## config.mk

```make
export PLATFORM = sky130hd
export DESIGN_NAME = pe_drain_arbiter
export DESIGN_NICKNAME = d
export VERILOG_FILES = /design/src/rtl/pe_drain_arbiter.sv
export SDC_FILE = /design/constraint.sdc
export NUM_CORES = 1
export LEC_CHECK = 0
export BUFFER_PORTS_ARGS = -buffer_cell sky130_fd_sc_hd__buf_2
export CORE_AREA = 2 2 581 583
export CTS_BUF_LIST = sky130_fd_sc_hd__clkbuf_2
export DETAILED_ROUTE_END_ITERATION = 10
export DIE_AREA = 0 0 583 585
export PLACE_DENSITY = 0.3
export RECOVER_POWER = 50
export SETUP_SLACK_MARGIN = 0.15
export SYNTH_ARGS = -nofsm -noshare
export SYNTH_HDL_FRONTEND = slang
export SYNTH_SLANG_ARGS = --single-unit
export TNS_END_PERCENT = 30
```

## constraint.sdc

```tcl
create_clock -name clk -period 7.9 [get_ports clk]
set_input_delay 0.79 -clock clk [delete_from_list [all_inputs] [get_ports clk]]
set_output_delay 0.79 -clock clk [all_outputs]
set_load 0.03 [all_outputs]
```

## src/rtl/pe_drain_arbiter.sv

```systemverilog
// Round-robin drain of per-PE psum FIFOs onto one valid/ready stream, with per-frame quotas.
// Optional macro PE_DRAIN_FULL_PRIO_EN: eligible PEs with a full FIFO win over plain round-robin.
module pe_drain_arbiter #(
  parameter int N_PE       = 4,
  parameter int PSUM_WIDTH = 16,
  parameter int DW         = 3*6*PSUM_WIDTH,
  parameter int CNT_W      = 16,
  localparam int ID_W      = (N_PE > 1) ? $clog2(N_PE) : 1
) (
  input  logic                 clk,
  input  logic                 rst_n,
  input  logic                 start_i,
  input  logic [CNT_W-1:0]     frame_words_i,
  input  logic [N_PE-1:0]      pe_fifo_empty_i,
  input  logic [N_PE-1:0]      pe_fifo_full_i,
  input  logic [N_PE*DW-1:0]   pe_fifo_dout_i,
  output logic [N_PE-1:0]      pe_fifo_rd_en_o,
  output logic                 out_valid_o,
  input  logic                 out_ready_i,
  output logic [DW-1:0]        out_data_o,
  output logic [ID_W-1:0]      out_pe_id_o,
  output logic                 busy_o,
  output logic                 frame_done_o,
  output logic [2:0]           dbg_state_o
);

  // Output handshake: a word transfers on a cycle where out_valid_o and out_ready_i are both 1;
  // while out_valid_o is high and out_ready_i low, out_data_o/out_pe_id_o hold their value.

  typedef enum logic [2:0] {
    S_IDLE  = 3'd0,
    S_ARB   = 3'd1,
    S_FETCH = 3'd2,
    S_SEND  = 3'd3,
    S_DONE  = 3'd4
  } state_t;

  state_t           r_state;
  state_t           w_next;
  logic [CNT_W-1:0] r_quota;
  logic [CNT_W-1:0] r_cnt [N_PE];
  logic [ID_W-1:0]  r_rr;
  logic [ID_W-1:0]  r_gnt;
  logic             r_valid;
  logic [DW-1:0]    r_data;
  logic [ID_W-1:0]  r_pe_id;
  logic             r_busy;

  logic [N_PE-1:0]  w_at_quota;
  logic [N_PE-1:0]  w_elig;
  logic [N_PE-1:0]  w_cand;
  logic             w_all_done;
  logic             w_found;
  logic [ID_W-1:0]  w_gnt;
  logic             w_take;
  int               w_idx;

  always_comb begin
    w_at_quota = '0;
    w_elig     = '0;
    for (int k = 0; k < N_PE; k++) begin
      w_at_quota[k] = (r_cnt[k] >= r_quota);
      w_elig[k]     = !pe_fifo_empty_i[k] && !w_at_quota[k];
    end
  end

  assign w_all_done = &w_at_quota;

`ifdef PE_DRAIN_FULL_PRIO_EN
  logic [N_PE-1:0] w_prio;
  assign w_prio = w_elig & pe_fifo_full_i;
  assign w_cand = (|w_prio) ? w_prio : w_elig;
`else
  logic w_unused_full;
  assign w_unused_full = ^pe_fifo_full_i;
  assign w_cand        = w_elig;
`endif

  // Scan candidates starting at the rr pointer and wrapping; first hit wins.
  always_comb begin
    w_found = 1'b0;
    w_gnt   = '0;
    w_idx   = 0;
    for (int i = 0; i < N_PE; i++) begin
      w_idx = int'(r_rr) + i;
      if (w_idx >= N_PE) w_idx = w_idx - N_PE;
      if (!w_found && w_cand[w_idx[ID_W-1:0]]) begin
        w_found = 1'b1;
        w_gnt   = w_idx[ID_W-1:0];
      end
    end
  end

  assign w_take = (r_state == S_ARB) && !w_all_done && w_found;

  always_comb begin
    pe_fifo_rd_en_o = '0;
    for (int k = 0; k < N_PE; k++) begin
      pe_fifo_rd_en_o[k] = w_take && (w_gnt == ID_W'(k));
    end
  end

  always_comb begin
    w_next = r_state;
    case (r_state)
      S_IDLE:  if (start_i) w_next = S_ARB;
      S_ARB: begin
        if (w_all_done)   w_next = S_DONE;
        else if (w_found) w_next = S_FETCH;
      end
      S_FETCH: w_next = S_SEND;
      S_SEND:  if (out_ready_i) w_next = S_ARB;
      S_DONE:  w_next = S_IDLE;
      default: w_next = S_IDLE;
    endcase
  end

  always_ff @(posedge clk or negedge rst_n) begin
    if (!rst_n) r_state <= S_IDLE;
    else        r_state <= w_next;
  end

  always_ff @(posedge clk or negedge rst_n) begin
    if (!rst_n) begin
      r_quota <= '0;
      for (int k = 0; k < N_PE; k++) r_cnt[k] <= '0;
      r_rr    <= '0;
      r_gnt   <= '0;
      r_valid <= 1'b0;
      r_data  <= '0;
      r_pe_id <= '0;
      r_busy  <= 1'b0;
    end else begin
      case (r_state)
        S_IDLE: begin
          if (start_i) begin
            r_quota <= frame_words_i;
            for (int k = 0; k < N_PE; k++) r_cnt[k] <= '0;
            r_rr    <= '0;
            r_busy  <= 1'b1;
          end
        end
        S_ARB: begin
          if (w_take) begin
            r_gnt <= w_gnt;
            r_rr  <= (w_gnt == ID_W'(N_PE-1)) ? '0 : w_gnt + ID_W'(1);
          end else if (w_all_done) begin
            r_busy <= 1'b0;
          end
        end
        S_FETCH: begin
          // Read data arrives exactly one cycle after the rd_en pulse.
          r_data  <= pe_fifo_dout_i[int'(r_gnt)*DW +: DW];
          r_pe_id <= r_gnt;
          r_valid <= 1'b1;
          if (r_cnt[r_gnt] < r_quota) r_cnt[r_gnt] <= r_cnt[r_gnt] + CNT_W'(1);
        end
        S_SEND: begin
          if (out_ready_i) r_valid <= 1'b0;
        end
        default: ;
      endcase
    end
  end

  assign out_valid_o  = r_valid;
  assign out_data_o   = r_data;
  assign out_pe_id_o  = r_pe_id;
  assign busy_o       = r_busy;
  assign frame_done_o = (r_state == S_DONE);
  assign dbg_state_o  = r_state;

endmodule

```

==> run_results.csv <==
group,metric,value,unit
timing,worst_slack,906,ps
worst_setup_path,path_buf_inv,4,
status,outcome,"finished with violations",
cts,clk_pin_slew_worst_paths,90,ps
timing,finalSetupViolations,0,
finish,utilization,14.8,%
finish,fin_area,0.0498,mm²
yosys,async_flop_share,100,%
global_routing,antenna_found_initial,420,
worst_setup_path,crit_family,"buffers and inverters",
worst_setup_path,path_class,"register to output pin",
yosys,synth-seq-cells,379,
cts,cts_tree,"done",
die,start_util,7.04,%
place,place_inst,7921,
finish,drive_gt1_share,38.5,%
yosys,syn_inst,2159,
cts,worstSkewPairLatency,1660,ps
die,std_cell_rows,213,
drt,drt_first_iter_violations,1901,
drt,dr_total_vias,31900,
cts,h-tree-depth,4,
die,core_area,0.335,mm²
worst_setup_path,cp-start-kind,"register",
yosys,syn_area,0.0236,mm²
timing,relSlewSlack,-255,%
global_routing,grt_usage,15.7,%
pwr,leakage,21.7,nW
timing,worst_pin_slew,5320,ps
yosys,yosysWarnings,0,
yosys,synth_fp_nets,3423,
cts,post_cts_buffers,0,
drt,first_pass_iters,7,
drt,ant_nets,0,
die,die_area,0.341,mm²
timing,post-route-min-period,6990,ps
timing,finalHoldViolCount,0,
drt,wl_met1,107,mm
pwr,ir_drop,188,µV
timing,timing.final.crit_share,88.5,%
worst_setup_path,slowest_delay,630,ps
timing,worst_clock_skew,202,ps
die,fp.dieW,583,µm
worst_setup_path,path_max_fanout,5,
cts,cts_buffers,144,
die,fp.dieH,585,µm
status,violations,"capacitance limit, slew limit",
yosys,synth_common_cells,"933 x nand2_1, 379 x dfrtp_1, 302 x mux4_2",
worst_setup_path,crit_slowest_cell,"dlygate4sd3_1",
global_routing,grt-ovfl-total,0,
place,port_buffers,1475,
yosys,synth.avg_cell_area,10.9,µm²
drt,wl_met3,29.8,mm
worst_setup_path,cp_cell_sequence,"ha_1, nand2b_1, a2111o_1, a311oi_2, o211ai_2, o22a_1, dlygate4sd3_1, or4_4, dlygate4sd3_1, clkinv_2, ha_1, and3_1, buf_2",
place,hpwl,238,mm
min_path,hp-class,"input pin to register",
drt,wl_met2,128,mm
yosys,synth_top_area_share,40.2,%
yosys,synth_flop_cell,"dfrtp_1",
drt,drt-total-wl,278,mm
global_routing,grt_pass1_wl,344,mm
place,placed_area,0.0362,mm²
drt,viasPerCell,3.35,
yosys,synth_most_common_cell,"nand2_1",
flow_run,drv_cap,7,
timing,rsz0062_at_grt,"false",
worst_setup_path,cp.required,7110,ps
pwr,cellPowerDensity,310,mW/mm²
finish,layout.cells.non_filler,9532,
cts,cts_root_buf,"clkbuf_2",
place,pre_cts_ws,3330,ps
cts,cts.sinks,379,
worst_setup_path,endpoint_kind,"output pin",
yosys,synth_edf_count,0,
yosys,synthTopCellsByArea,"dfrtp_1 40%, mux4_2 29%, nand2_1 15%, ha_1 4.5%, clkbuf_1 1.5%",
timing,fin_setup_tns,0,ps
finish,fin_nets,6133,
timing,hold_slack,403,ps
place,gp_congestion,0.936,
timing,max_freq,143,MHz
finish,area_growth,111,%
cts,clockBufferDepth,4,
yosys,yosysTopAreaCell,"dfrtp_1",
worst_setup_path,r2r_slack,1090,ps
global_routing,grt_pass1_vias,31500,
global_routing,grt_max_degree,124,
drt,routedWlPerCell,29.2,µm
yosys,synth_cell_types,67,
yosys,ys_seq_area_share,40.2,%
die,num_io_pins,1480,
pwr,p_total,15.4,mW
worst_setup_path,cp.arrival,6200,ps
drt,routed.top_layer,"met5",
timing,drv_slew,474,
drt,drc_errors,0,
-- report_power, final --
| group | switching, mW | internal [mW] |
|---|---|---|
| logic | 5.59 | 4.46 |
| registers | 0.552 | 2.76 |
| clock network | 1.26 | 0.823 |
| total | 7.41 | 8.04 |
-- kinds of logic after synthesis --
logic type / synth area share [%]
buf+inv: 3.20
mux: 29.7
simple gates: 17.1
fa+ha+maj: 4.45
xor+xnor: 0.519
flops: 40.2
compound gates: 4.83
-- placed cells by master (no fill, tap or decap), drive strengths merged, types with 3 or more instances in the layout --
cell type,n
and3,5
o2111ai,3
xnor2,6
ha,84
dfrtp,379
a21oi,18
dlygate4sd3,1208
nand4,12
nand3,6
or2,4
nand2,933
clkinv,39
clkbuf,329
inv,31
o211ai,4
a211oi,6
o2bb2ai,11
diode,161
mux4,304
nor3,8
buf,1367
and2,7
a22o,17
a221o,3
xor2,8
o21a,5
a21o,13
nand2b,10
o31ai,18
o21ai,40
nor2,32
nor3b,3
bufinv,5
mux2,13
-- state kept, by name, summed over array words and instances (netlist names) --
name         count
out_valid_o      1
busy_o           1
r_gnt            2
dbg_state_o      3
r_quota         16
out_pe_id_o      2
r_rr             2
r_cnt           64
out_data_o     288
-- worst register-to-register path: stages (launching register included) --
cell and delay (ps):
dfrtp_1 510, nor2_1 130, nand2_1 460, clkbuf_1 2910, clkbuf_2 1590, buf_4 800
nand2_1 180, nand2_1 90
-- cell type report --
class / instances / area [µm²]
Clock buffer: 192 / 961
Sequential cell: 379 / 9490
Inverter: 28 / 106
Multi-Input combinational cell: 1603 / 13400
Clock inverter: 49 / 337
Antenna cell: 161 / 403
Fill cell: 38500 / 285000
Timing Repair Buffer: 2713 / 19600
Tap cell: 4407 / 5510
-- worst paths after layout --
| check | cells past startpoint | startpoint | to |
|---|---|---|---|
| max in group asynchronous | 5 | rst_n | out_data_o[245] |
| setup reg to reg | 7 | dbg_state_o[2] | out_data_o[237] |
| hold / removal | 5 | pe_fifo_dout_i[282] | out_data_o[282] |
| hold reg to reg | 2 | out_data_o[143] | out_data_o[143] |
| min in group asynchronous | 4 | rst_n | out_data_o[106] |
| setup / recovery | 13 | r_quota[0] | pe_fifo_rd_en_o[1] |
-- timing repair --
item                      in CTS  in global routing
resized for setup              0                  0
hold buffers                1209                  0
hold endpoints to repair     656                  0
-- layer usage --
layer	vias to the layer above	global-route usage (%)
met3	739	7.05
met1	15800	18.0
met5	-	0
met4	136	5.80
li1	13400	-
met2	1891	25.6
No activity file was read; power rests on OpenSTA's default activity.
